<file path="src/rtl/lsu_pkg.sv">
// Shared types and constants for the load-store unit: funct3 encodings,
// FSM states, I/O map, byte-lane masks and small lane helpers.
package lsu_pkg;

  // Load encodings. Stores reuse the same width encodings, so the store
  // names are aliases rather than separate enum members.
  typedef enum logic [2:0] {
    LB  = 3'b000,
    LH  = 3'b001,
    LW  = 3'b010,
    LBU = 3'b100,
    LHU = 3'b101
  } funct3_e;

  localparam funct3_e SB = LB;
  localparam funct3_e SH = LH;
  localparam funct3_e SW = LW;

  typedef enum logic [1:0] {
    IDLE   = 2'b00,
    ACCESS = 2'b01,
    RESP   = 2'b10
  } state_e;

  // Memory-mapped I/O words
  localparam logic [31:0] LEDR_ADDR   = 32'h1000_0000;
  localparam logic [31:0] LEDG_ADDR   = 32'h1000_1000;
  localparam logic [31:0] SWITCH_ADDR = 32'h1001_0000;

  // Byte-lane masks, always low-lane aligned
  localparam logic [3:0] MASK_NONE = 4'b0000;
  localparam logic [3:0] MASK_B    = 4'b0001;
  localparam logic [3:0] MASK_H    = 4'b0011;
  localparam logic [3:0] MASK_W    = 4'b1111;

  // Request captured on the accept cycle
  typedef struct packed {
    logic        we;
    logic [31:0] addr;
    logic [31:0] wdata;
    logic [2:0]  funct3;
  } req_t;

  // Access width as a lane mask; MASK_NONE flags an illegal funct3.
  function automatic logic [3:0] width_mask(input logic [2:0] funct3);
    case (funct3)
      LB, LBU: return MASK_B;
      LH, LHU: return MASK_H;
      LW:      return MASK_W;
      default: return MASK_NONE;
    endcase
  endfunction

  // Replace only the byte lanes selected by mask.
  function automatic logic [31:0] merge_lanes(input logic [31:0] old,
                                              input logic [31:0] data,
                                              input logic [3:0]  mask);
    logic [31:0] result;
    result = old;
    for (int i = 0; i < 4; i++) begin
      if (mask[i]) result[8*i +: 8] = data[8*i +: 8];
    end
    return result;
  endfunction

endpackage

</file>
<file path="src/rtl/lsu_load_ext.sv">
// Sign/zero extension of a low-lane aligned raw load word by funct3.
module lsu_load_ext
  import lsu_pkg::*;
(
  input  logic [2:0]  funct3,
  input  logic [31:0] raw,
  output logic [31:0] data
);

  // Extend byte/half loads from their top bit or with zeros; words pass through
  always_comb begin
    data = raw;
    case (funct3)
      LB:      data = {{24{raw[7]}}, raw[7:0]};
      LH:      data = {{16{raw[15]}}, raw[15:0]};
      LBU:     data = {24'h0, raw[7:0]};
      LHU:     data = {16'h0, raw[15:0]};
      default: data = raw;
    endcase
  end

endmodule

</file>
<file path="src/rtl/lsu.sv">
// Load-store unit: one request at a time, IDLE -> ACCESS -> RESP, decoding
// into a byte-addressed data memory or three memory-mapped I/O words.
module lsu
  import lsu_pkg::*;
#(
  parameter int MEM_AW = 16
) (
  input  logic              i_clk,
  input  logic              i_reset_n,
  input  logic              i_req_valid,
  output logic              o_req_ready,
  input  logic              i_req_we,
  input  logic [31:0]       i_req_addr,
  input  logic [31:0]       i_req_wdata,
  input  logic [2:0]        i_req_funct3,
  output logic              o_rsp_valid,
  output logic [31:0]       o_rsp_rdata,
  output logic              o_rsp_err,
  output logic [MEM_AW-1:0] o_mem_addr,
  output logic [31:0]       o_mem_wdata,
  output logic [3:0]        o_mem_mask,
  output logic              o_mem_wren,
  input  logic [31:0]       i_mem_rdata,
  input  logic [31:0]       i_io_sw,
  output logic [31:0]       o_io_ledr,
  output logic [31:0]       o_io_ledg
);

  state_e      state, state_next;
  req_t        req;
  logic [31:0] ledr, ledg;
  logic [31:0] rsp_rdata;
  logic        rsp_err;

  logic [3:0]  mask;
  logic        misaligned;
  logic        hit_mem, hit_ledr, hit_ledg, hit_switch;
  logic        err;
  logic        io_write;
  logic [31:0] raw;
  logic [31:0] ext;

  // State register
  always_ff @(posedge i_clk) begin
    // NOTE: clocked state uses non-blocking assignments so every register
    // samples pre-edge values regardless of block ordering.
    if (!i_reset_n) state <= IDLE;
    else            state <= state_next;
  end

  // Next-state logic: a request is taken only from IDLE
  always_comb begin
    // NOTE: default assignment first, so no path through the case leaves
    // state_next unassigned and infers a latch.
    state_next = state;
    case (state)
      IDLE:    if (i_req_valid) state_next = ACCESS;
      ACCESS:  state_next = RESP;
      RESP:    state_next = IDLE;
      default: state_next = IDLE;
    endcase
  end

  // Handshake and memory-port outputs; the memory bus is idle-zero outside ACCESS
  always_comb begin
    o_req_ready = 1'b0;
    o_rsp_valid = 1'b0;
    o_mem_addr  = '0;
    o_mem_wdata = '0;
    o_mem_mask  = MASK_NONE;
    o_mem_wren  = 1'b0;
    case (state)
      IDLE:   o_req_ready = 1'b1;
      ACCESS: begin
        o_mem_addr  = req.addr[MEM_AW-1:0];
        o_mem_wdata = req.wdata;
        o_mem_mask  = mask;
        // Reset gates the write in the same cycle so a dropped store never lands
        o_mem_wren  = req.we & hit_mem & ~err & i_reset_n;
      end
      RESP:    o_rsp_valid = 1'b1;
      default: ;
    endcase
  end

  // Capture the request on the accept cycle
  always_ff @(posedge i_clk) begin
    if (!i_reset_n)                          req <= '0;
    else if (state == IDLE && i_req_valid)   req <= {i_req_we, i_req_addr, i_req_wdata, i_req_funct3};
  end

  // Decode the captured request: width, alignment, target and error
  always_comb begin
    mask       = width_mask(req.funct3);
    misaligned = ((mask == MASK_H) & req.addr[0]) |
                 ((mask == MASK_W) & (req.addr[1:0] != 2'b00));
    hit_mem    = (req.addr[31:MEM_AW] == '0);
    hit_ledr   = (req.addr == LEDR_ADDR);
    hit_ledg   = (req.addr == LEDG_ADDR);
    hit_switch = (req.addr == SWITCH_ADDR);
    err        = (mask == MASK_NONE) | misaligned |
                 ~(hit_mem | hit_ledr | hit_ledg | hit_switch) |
                 (hit_switch & req.we);
    io_write   = (state == ACCESS) & req.we & ~err;
  end

  // Select the raw load source for the decoded target
  always_comb begin
    raw = '0;
    if (hit_mem)         raw = i_mem_rdata;
    else if (hit_ledr)   raw = ledr;
    else if (hit_ledg)   raw = ledg;
    else if (hit_switch) raw = i_io_sw;
  end

  lsu_load_ext u_load_ext (
    .funct3 (req.funct3),
    .raw    (raw),
    .data   (ext)
  );

  // Response register, loaded at the end of ACCESS; stores and errors read 0
  always_ff @(posedge i_clk) begin
    if (!i_reset_n) begin
      rsp_err   <= 1'b0;
      rsp_rdata <= '0;
    end else if (state == ACCESS) begin
      rsp_err   <= err;
      rsp_rdata <= (err | req.we) ? '0 : ext;
    end
  end

  // LED registers take masked byte-lane stores at the end of ACCESS
  always_ff @(posedge i_clk) begin
    if (!i_reset_n) begin
      ledr <= '0;
      ledg <= '0;
    end else begin
      if (io_write && hit_ledr) ledr <= merge_lanes(ledr, req.wdata, mask);
      if (io_write && hit_ledg) ledg <= merge_lanes(ledg, req.wdata, mask);
    end
  end

  assign o_rsp_rdata = rsp_rdata;
  assign o_rsp_err   = rsp_err;
  assign o_io_ledr   = ledr;
  assign o_io_ledg   = ledg;

endmodule

</file>
<file path="config.mk">
export PLATFORM = sky130hd
export DESIGN_NAME = lsu
export DESIGN_NICKNAME = d
export VERILOG_FILES = /design/src/rtl/lsu_pkg.sv /design/src/rtl/lsu_load_ext.sv /design/src/rtl/lsu.sv
export SDC_FILE = /design/constraint.sdc
export NUM_CORES = 1
export LEC_CHECK = 0
export CORE_AREA = 2 2 151 153
export CTS_CLUSTER_SIZE = 14
export DETAILED_ROUTE_END_ITERATION = 7
export DIE_AREA = 0 0 153 155
export PLACE_DENSITY = 0.8
export SYNTH_ARGS = -nofsm -noshare
export SYNTH_HDL_FRONTEND = slang
export SYNTH_HIERARCHICAL = 1
export SYNTH_SLANG_ARGS = --single-unit
</file>
<file path="constraint.sdc">
create_clock -name i_clk -period 3.2 [get_ports i_clk]
set_clock_uncertainty 0.2 [all_clocks]
set_input_delay 0.64 -clock i_clk [delete_from_list [all_inputs] [get_ports i_clk]]
set_output_delay 0.64 -clock i_clk [all_outputs]
set_load 0.05 [all_outputs]
</file>
# Word level (Yosys, flattened, before mapping)
# Index checks and enable logic that the tools add are counted.
[word_totals] ff_bits=167 in_bits=135
[op_classes] n_eq_ne=12 muxes=15 n_bitwise=18 reduce_logical=18
[ops] operator="32-bit 2-to-1 mux" count=6
[ops] operator="32-bit case mux with 4 select lines" count=1
[ops] operator="32-bit by 29-bit == test with 1-bit output, second input constant" count=3
[ops] operator="16-bit logical NOT" count=1
[ops] operator="16-bit 2-to-1 mux" count=1
[ops] operator="2-bit AND reduction" count=8
[ops] operator="4-bit case mux with 3 select lines" count=1
[ops] operator="1-bit bitwise AND" count=8
[ops] operator="1-bit bitwise OR" count=8
[ops] operator="3-bit == test, second input constant" count=2
[ops] operator="4-bit by 2-bit == test with 1-bit output, second input constant" count=1
[ops] operator="4-bit == test, second input constant" count=1
[ops] operator="4-bit logical NOT" count=1
[ops] operator="4-bit 2-to-1 mux" count=1
[ops] operator="2-bit case mux with 2 select lines" count=1
[ops] operator="2-bit OR reduction" count=2
[ops] operator="3-bit by 1-bit == test with 1-bit output, second input constant" count=1
[ops] operator="3-bit by 2-bit == test with 1-bit output, second input constant" count=1
[ops] operator="1-bit logical AND" count=3
[ops] operator="3-bit logical NOT" count=1
[ops] operator="1-bit 2-to-1 mux" count=3
[ops] operator="2-bit by 1-bit == test with 1-bit output, second input constant" count=1
[ops] operator="2-bit == test, second input constant" count=1
[ops] operator="2-bit logical NOT" count=1
[ops] operator="other kinds (4)" count=5

# Logic depth before layout (Yosys ltp)
# Gate-level depths: netlist (run 1).
[depth] ltp_word=13 ltp_mapped=12 ltp_nobuf=9

# Hierarchy
# Netlist (run 1), hierarchy kept.
[modules_own_cells] mod="lsu" instances=1 cells_each=1028 area_each_um2=8370.5 seq_area_each_um2=3343.2
[modules_own_cells] mod="lsu_load_ext" instances=1 cells_each=67 area_each_um2=355.3 seq_area_each_um2=0.0

# Least setup slack after synthesis (run 1)
# OpenSTA, ideal clock, no wires.
[synth_path] path_type="register to register" from="reg req[35] (netlist bit)" to="reg rsp_rdata[30] (netlist: o_rsp_rdata[30])" setup_ns=0.062 arrival_time_ns=2.805 required_time_ns=2.938 slack_ns=0.132 stages_incl_launch_ff=12 synth_period_minus_slack_ns=3.068 cell_sequence="dfxtp_1 > or4_4 > nor4_4 > nand4_2 > buf_6 > o221ai_2 > mux2i_2 > clkbuf_1 > o21ai_0 > nand3_1 > or4_1 > nand3_1"
[synth_between] word_cells_on_any_way=22 cone_classes="eq/ne: 3; mux: 6; bitwise: 12; reduce/logical: 1"
[synth_rtl] item="start, declared" line="lsu.sv:30" text="req_t req;"
[synth_rtl] item="start signal, assigned" line="lsu.sv:89" text="else if (state == IDLE && i_req_valid) req <= {i_req_we, i_req_addr, i_req_wdata, i_req_funct3};"
[synth_rtl] item="32-bit by 29-bit == test with 1-bit output" line="lsu.sv:100" text="hit_switch = (req.addr == SWITCH_ADDR);"
[synth_rtl] item="32-bit 2-to-1 mux" line="lsu.sv:113" text="else if (hit_switch) raw = i_io_sw;"
[synth_rtl] item="32-bit 2-to-1 mux" line="lsu.sv:112" text="else if (hit_ledg) raw = ledg;"
[synth_rtl] item="32-bit 2-to-1 mux (*)" line="lsu.sv:111" text="else if (hit_ledr) raw = ledr;"
[synth_rtl] item="32-bit 2-to-1 mux (*)" line="lsu.sv:110" text="if (hit_mem) raw = i_mem_rdata;"
[synth_rtl] item="named net raw[7]" line="lsu.sv:40" text="logic [31:0] raw;"
[synth_rtl] item="32-bit case mux with 4 select lines (*)" line="lsu_load_ext.sv:13" text="case (funct3)"
[synth_rtl] item="named net ext[30]" line="lsu.sv:41" text="logic [31:0] ext;"
[synth_rtl] item="32-bit 2-to-1 mux (*)" line="lsu.sv:129" text="rsp_rdata <= (err | req.we) ? '0 : ext;"
[synth_rtl] item="end signal, assigned" line="lsu.sv:129"
[synth_rtl] item="end, declared" line="lsu.sv:32" text="logic [31:0] rsp_rdata;"
# The timed path passes the listed nets; every way through them passes the cells marked *.
# A chain may end at the register's enable or synchronous reset.

# Worst setup path in the final report (run 1)
[layout_path] from="reg req[39] (netlist bit)" to="reg rsp_rdata[18] (netlist: o_rsp_rdata[18])"
# Same word-level chain as after synthesis.

==> results of run 1 <==
-- cells in the final DEF (no fill, tap or decap), types with 8 or more instances in the layout --
master	netlist	layout
nand2_1	322	321
clkdlybuf4s50_1	0	233
dfxtp_1	167	166
mux2i_1	95	95
a21oi_1	70	70
buf_4	14	70
nand4_1	67	67
and2_1	49	48
nand3_1	34	34
and3_1	33	33
inv_1	31	31
o221ai_2	31	30
o21ai_0	25	23
clkbuf_16	0	17
buf_12	0	13
nor2_1	9	8
-- synthesized netlist by cell type, drive strengths merged --
library cell  count
nand2           322
dfxtp           167
mux2i            96
nand4            71
a21oi            70
clkbuf           65
and2             49
buf              42
nand3            34
and3             33
inv              32
o221ai           31
o21ai            25
nor4             10
nor2              9
nor2b             7
and4              6
o21a              4
nand2b            3
or4               3
nor3              2
a21boi            1
a31o              1
a32o              1
and4b             1
nand3b            1
nand4b            1
nor3b             1
nor4b             1
o2111a            1
o211a             1
o41ai             1
or2               1
or3b              1
or4b              1
-- final timing paths --
check             slack (ps)  depth (start not counted)                    startpoint                           end
setup / recovery         150                         11          req[39]$_SDFFE_PN0P_  o_rsp_rdata[18]$_SDFFE_PN0N_
hold / removal           260                          2  o_rsp_rdata[25]$_SDFFE_PN0N_  o_rsp_rdata[25]$_SDFFE_PN0N_
setup reg to reg         150                         11          req[39]$_SDFFE_PN0P_  o_rsp_rdata[18]$_SDFFE_PN0N_
hold reg to reg          260                          2  o_rsp_rdata[25]$_SDFFE_PN0N_  o_rsp_rdata[25]$_SDFFE_PN0N_
-- metrics by stage --
step | std cells | worst slack (ps) | TNS (ps) | hold slack (ps) | total power [mW]
2_1_floorplan | 1095 | 132.3 | 0 | 245.0 | 2.710
3_3_place_gp | 1588 | 245.8 | 0 | 235.2 | 3.044
3_5_place_dp | 1588 | 153.6 | 0 | 241.6 | 3.060
4_1_cts | 1620 | 125.3 | 0 | 256.3 | 5.074
5_1_grt | 1624 | -4.381 | -4.381 | 280.5 | 5.263
6_report | 1624 | 154.4 | 0 | 256.2 | 5.083
-- flip-flops by register name (all words and copies together), names as in the netlist --
signal       flops
req             68
state            2
o_rsp_err        1
o_io_ledg       32
o_rsp_rdata     32
o_io_ledr       32
-- area by class of cell --
type	count	area share
inverters	32	0.009725
well taps	285	0.02887
clock buffers	24	0.04062
diodes	1	0.0002026
multi-input cells	789	0.3884
clock inverters	8	0.007091
flip-flops and latches	167	0.2708
repair buffers	318	0.2543
-- kinds of logic after synthesis --
kind of cell	Yosys count	synth area share
buffers and inverters	139	0.07313
AO/OA/AOI/OAI	136	0.1177
multiplexers	96	0.1106
AND/OR/NAND/NOR	557	0.3155
flip-flops	167	0.3831
-- metal layers --
metal  share of wire  wire (um)  vias up  global-route usage
met5               0          0        -                   0
met4           0.041       1296        0              0.1041
met3           0.072       2265       62             0.05822
met2            0.48      15100      402              0.4331
met1            0.41      12870     4260              0.3178
li1                -          -     4219                   -
-- repair_timing --
action,4_1_cts,5_1_grt
buffers inserted,0,3
setup endpoints to repair,0,20
hold buffers,0,0
gates resized for setup,0,7
-- worst reg2reg max path, cell delays in order, from the launching register on --
cell and delay (ps):
dfxtp_1 330, or4_1 570, nor4_4 220, buf_4 190, nand4_4 160, o221ai_2 250
mux2i_2 160, buf_4 210, o21ai_0 240, and3_1 200, nand4_1 100, nand3_1 150
-- power groups by stage --
stage,registers [mW],clock network (mW),logic [mW]
CTS,2.20,2.06,0.821
global placement,2.24,0,0.806
detailed placement,2.24,0,0.818
floorplan,2.23,0,0.478
global route,2.20,2.16,0.903
finish,2.20,2.04,0.842
==> results.yml, run 1 <==
final_layout:
  fill_cells: 1999
  multi_input_comb_area_mm2: 0.004797
  post-route-util: 0.5556
  nNetsFinal: 1460
  area_growth_pct: 41.54
  drive_gt1_frac: 0.1263
  fin_area_mm2: 0.01235
  regArea_mm2: 0.003344
logic_synthesis:
  synth_cells: 1095
  yosys-top-cells-area: "dfxtp_1 38%, nand2_1 14%, mux2i_1 11%"
  yosysTopAreaCell: "dfxtp_1"
  synth.avg_cell_area_um2: 7.969
  syn_area_mm2: 0.008726
  ys_seq_elements: 167
  yosysUniqueCellTypes: 46
  ys_seq_area_frac: 0.3831
  synth-warning-count: 6
  synth_fp_nets: 1230
  synthDominantCellAreaShare: 0.3831
grt:
  grt_overflow: 0
  grt_max_degree: 64
  grt_pass1_wl_um: 47890
  antenna_found_initial: 1
  grt_pass1_vias: 8546
  grt_usage: 0.2564
setup_path:
  critPathSlowestCell: "or4_1"
  start_kind: "flip-flop"
  worstSetupEndpointType: "flip-flop"
  cp_common_cell: "buf_4"
  critPathTopFamily: "simple AND/OR/NAND/NOR gates"
  path_buf_inv: 2
  slowest_delay_ps: 570
  required_ps: 3360
  path_max_fanout: 12
  crit_type: "flip-flop to flip-flop"
  crit_arrival_ps: 3200
  crit_chain: "or4_1 > nor4_4 > buf_4 > nand4_4 > o221ai_2 > mux2i_2 > buf_4 > o21ai_0 > and3_1 > nand4_1 > nand3_1"
route:
  vias_per_cell: 5.507
  drt_iter0_markers: 858
  post-route-drc-count: 0
  wirelength_um: 31530
  ant_nets: 0
  drt-pass1-iter-count: 5
  wl_per_cell_um: 19.41
  vias: 8943
sta:
  maxSlewHeadroom: 0.2265
  hold_viol: 0
  setup_violations: 0
  finalMaxSlewViolations: 0
  fin_crit_ps: 3046
  finalCritPeriodShare: 0.9518
  fmax_mhz: 328.3
  worst_pin_slew_ps: 1160
power_and_ir_drop:
  cellLeakagePower_nw: 4.782
  p_comb_frac: 0.166
  pwr-share-seq: 0.432
  switching_power_mw: 1.412
  p_per_area_mw_per_mm2: 411.5
  vdd_drop_max_mv: 0.3327
  p_clk_frac: 0.402
  switching_share: 0.2779
  p_int_mw: 3.670
cts:
  cts_made_buffers: 17
  h-tree-depth: 4
  clk_path_buf_depth: 2
  cts_num_sinks: 167
  clockRootBuffer: "clkbuf_16"
  cts_tree: "built"
  path_clk_slew_ps: 70
  clock_latency_ps: 420
placed_design:
  place_hpwl_um: 23550
  io_buffers: 286
  finalWeightedCongestion: 0.9121
  dpl-instance-area_mm2: 0.01170
floorplanning:
  die_w_um: 153
  initial_core_util: 0.3926
  row_count: 55
  core_mm2: 0.02223
  num_io_pins: 287
  die_h_um: 155
  die-area_mm2: 0.02372
worst_hold_path:
  hp-class: "flip-flop to flip-flop"
status:
  status: "finished clean"
run:
  drv_cap: 0
(Power assumes the default switching activity.)
==> inputs of run 2 (changes only) <==
- CORE_AREA: 2 2 151 153 -> 2 2 136 171
- DIE_AREA: 0 0 153 155 -> 0 0 138 173
==> results.yml, run 2 (synthesized netlist as in run 1, its figures left out) <==
status:
  status: "finished clean"
floorplanning:
  num_io_pins: 287
  die_w_um: 138
  die_h_um: 173
  row_count: 61
  core_mm2: 0.02213
  initial_core_util: 0.3942
  die-area_mm2: 0.02387
cts:
  h-tree-depth: 4
  clockRootBuffer: "clkbuf_16"
  cts_made_buffers: 17
  hold_buffers: 0
  clock_latency_ps: 430
  clk_path_buf_depth: 2
  cts_tree: "built"
  cts_num_sinks: 167
  path_clk_slew_ps: 70
route:
  vias_per_cell: 5.429
  ant_nets: 0
  wl_per_cell_um: 18.74
  drt_iter0_markers: 717
  drt-pass1-iter-count: 5
  vias: 8822
  post-route-drc-count: 0
  wirelength_um: 30450
setup_path:
  slowest_delay_ps: 580
  critPathTopFamily: "simple AND/OR/NAND/NOR gates"
  path_max_fanout: 8
  crit_chain: "or4_1 > nor4_4 > buf_4 > nand4_2 > o221ai_4 > or4b_4 > nand2_1 > and3_1 > nand4_1 > nand3_1"
  worstSetupEndpointType: "flip-flop"
  critPathSlowestCell: "or4_1"
  crit_type: "flip-flop to flip-flop"
  required_ps: 3370
  path_buf_inv: 1
  start_kind: "flip-flop"
  crit_arrival_ps: 3260
final_layout:
  top_register: "req"
  final_common_cell: "nand2_1"
  multi_input_comb_area_mm2: 0.004782
  area_growth_pct: 39.95
  drive_gt1_frac: 0.1285
  regArea_mm2: 0.003344
  fill_cells: 2043
  nNetsFinal: 1461
  final_cell_mix: "321 x nand2_1, 232 x clkdlybuf4s50_1, 166 x dfxtp_1, 95 x mux2i_1, 81 x buf_4"
  largest_reg_flops: 68
sta:
  fin_crit_ps: 3093
  fmax_mhz: 323.3
  hold_viol: 0
  tns_ps: 0
  finalMaxSlewViolations: 0
  finalCritPeriodShare: 0.9665
  worst_pin_slew_ps: 749.8
  setup_violations: 0
  fin_hold_ws_ps: 256.7
  rsz0062_at_grt: "false"
  maxSlewHeadroom: 0.5001
worst_hold_path:
  hp-class: "flip-flop to flip-flop"
power_and_ir_drop:
  cellLeakagePower_nw: 4.740
  vdd_drop_max_mv: 0.3780
  p_per_area_mw_per_mm2: 408.9
placed_design:
  place_hpwl_um: 22390
  io_buffers: 286
  finalWeightedCongestion: 0.8941
grt:
  grt_max_degree: 71
  grt_usage: 0.2449
  antenna_found_initial: 4
  grt_pass1_wl_um: 46780
  grt_overflow: 0
  grt_pass1_vias: 8382
run:
  drv_cap: 0
## run 2: cell types whose count changed in the layout (fill, tap and decap cells not counted), sizes merged
cell / previous run / this run
diode: 1 / 3
inv: 33 / 32
clkbuf: 24 / 21
buf: 85 / 87
clkinv: 3 / 7
clkdlybuf4s50: 233 / 232
## run 2: final cells by class
type	instances	share of cell area
Clock inverter	11	0.008402
Tap cell	283	0.02900
Sequential cell	167	0.2739
Inverter	32	0.009836
Timing Repair Buffer	319	0.2498
Clock buffer	21	0.03689
Multi-Input combinational cell	789	0.3916
Antenna cell	3	0.0006148
## run 2: power by group
| part | internal (mW) | switching, mW | total, mW |
|---|---|---|---|
| clock network | 1.09 | 0.865 | 1.96 |
| registers | 2.14 | 0.0523 | 2.19 |
| logic | 0.353 | 0.494 | 0.847 |
## run 2: worst paths after layout
check	start	slack, ps	depth (start not counted)	end
max reg2reg	req[39]$_SDFFE_PN0P_	110	10	o_rsp_rdata[8]$_SDFFE_PN0N_
min reg2reg	o_rsp_rdata[23]$_SDFFE_PN0N_	260	2	o_rsp_rdata[23]$_SDFFE_PN0N_
max	req[39]$_SDFFE_PN0P_	110	10	o_rsp_rdata[8]$_SDFFE_PN0N_
min	o_rsp_rdata[23]$_SDFFE_PN0N_	260	2	o_rsp_rdata[23]$_SDFFE_PN0N_
## run 2: stage by stage
step	worst slack, ps	area [um^2]	std cells	util	power (mW)
3_3_place_gp	240.0	11630	1589	0.5256	3.057
5_1_grt	12.22	12210	1625	0.5517	5.162
4_1_cts	112.3	12190	1621	0.5505	5.010
6_report	107.1	12210	1625	0.5517	4.993
3_5_place_dp	171.8	11630	1589	0.5256	3.068
2_1_floorplan	132.3	8726	1095	-	2.710
## run 2: per-layer routing
| layer | GRT usage | part of all wire | up-vias |
|---|---|---|---|
| met5 | 0 | 0.00043 | - |
| met1 | 0.3055 | 0.41 | 4153 |
| met2 | 0.4055 | 0.49 | 378 |
| met4 | 0.1169 | 0.040 | 2 |
| li1 | - | - | 4222 |
| met3 | 0.04874 | 0.063 | 67 |
## run 2: repair_timing
item	CTS	global route
endpoints found under the setup margin	0	2
resized for setup	0	1
hold endpoints to repair	0	0
setup buffers	0	1
## run 2: worst min-delay path, delay by kind of cell (launching register included)
kind / cells / cell delay [ps]
and+or+nand+nor: 2 / 100
DFF: 1 / 330
==> inputs of run 3 (changes only) <==
- CTS_CLUSTER_SIZE: 14 -> 40
- HOLD_SLACK_MARGIN: default -> 0.15
==> results of run 3 <==
Final layout, timing and power as in run 2 (identical DEF).
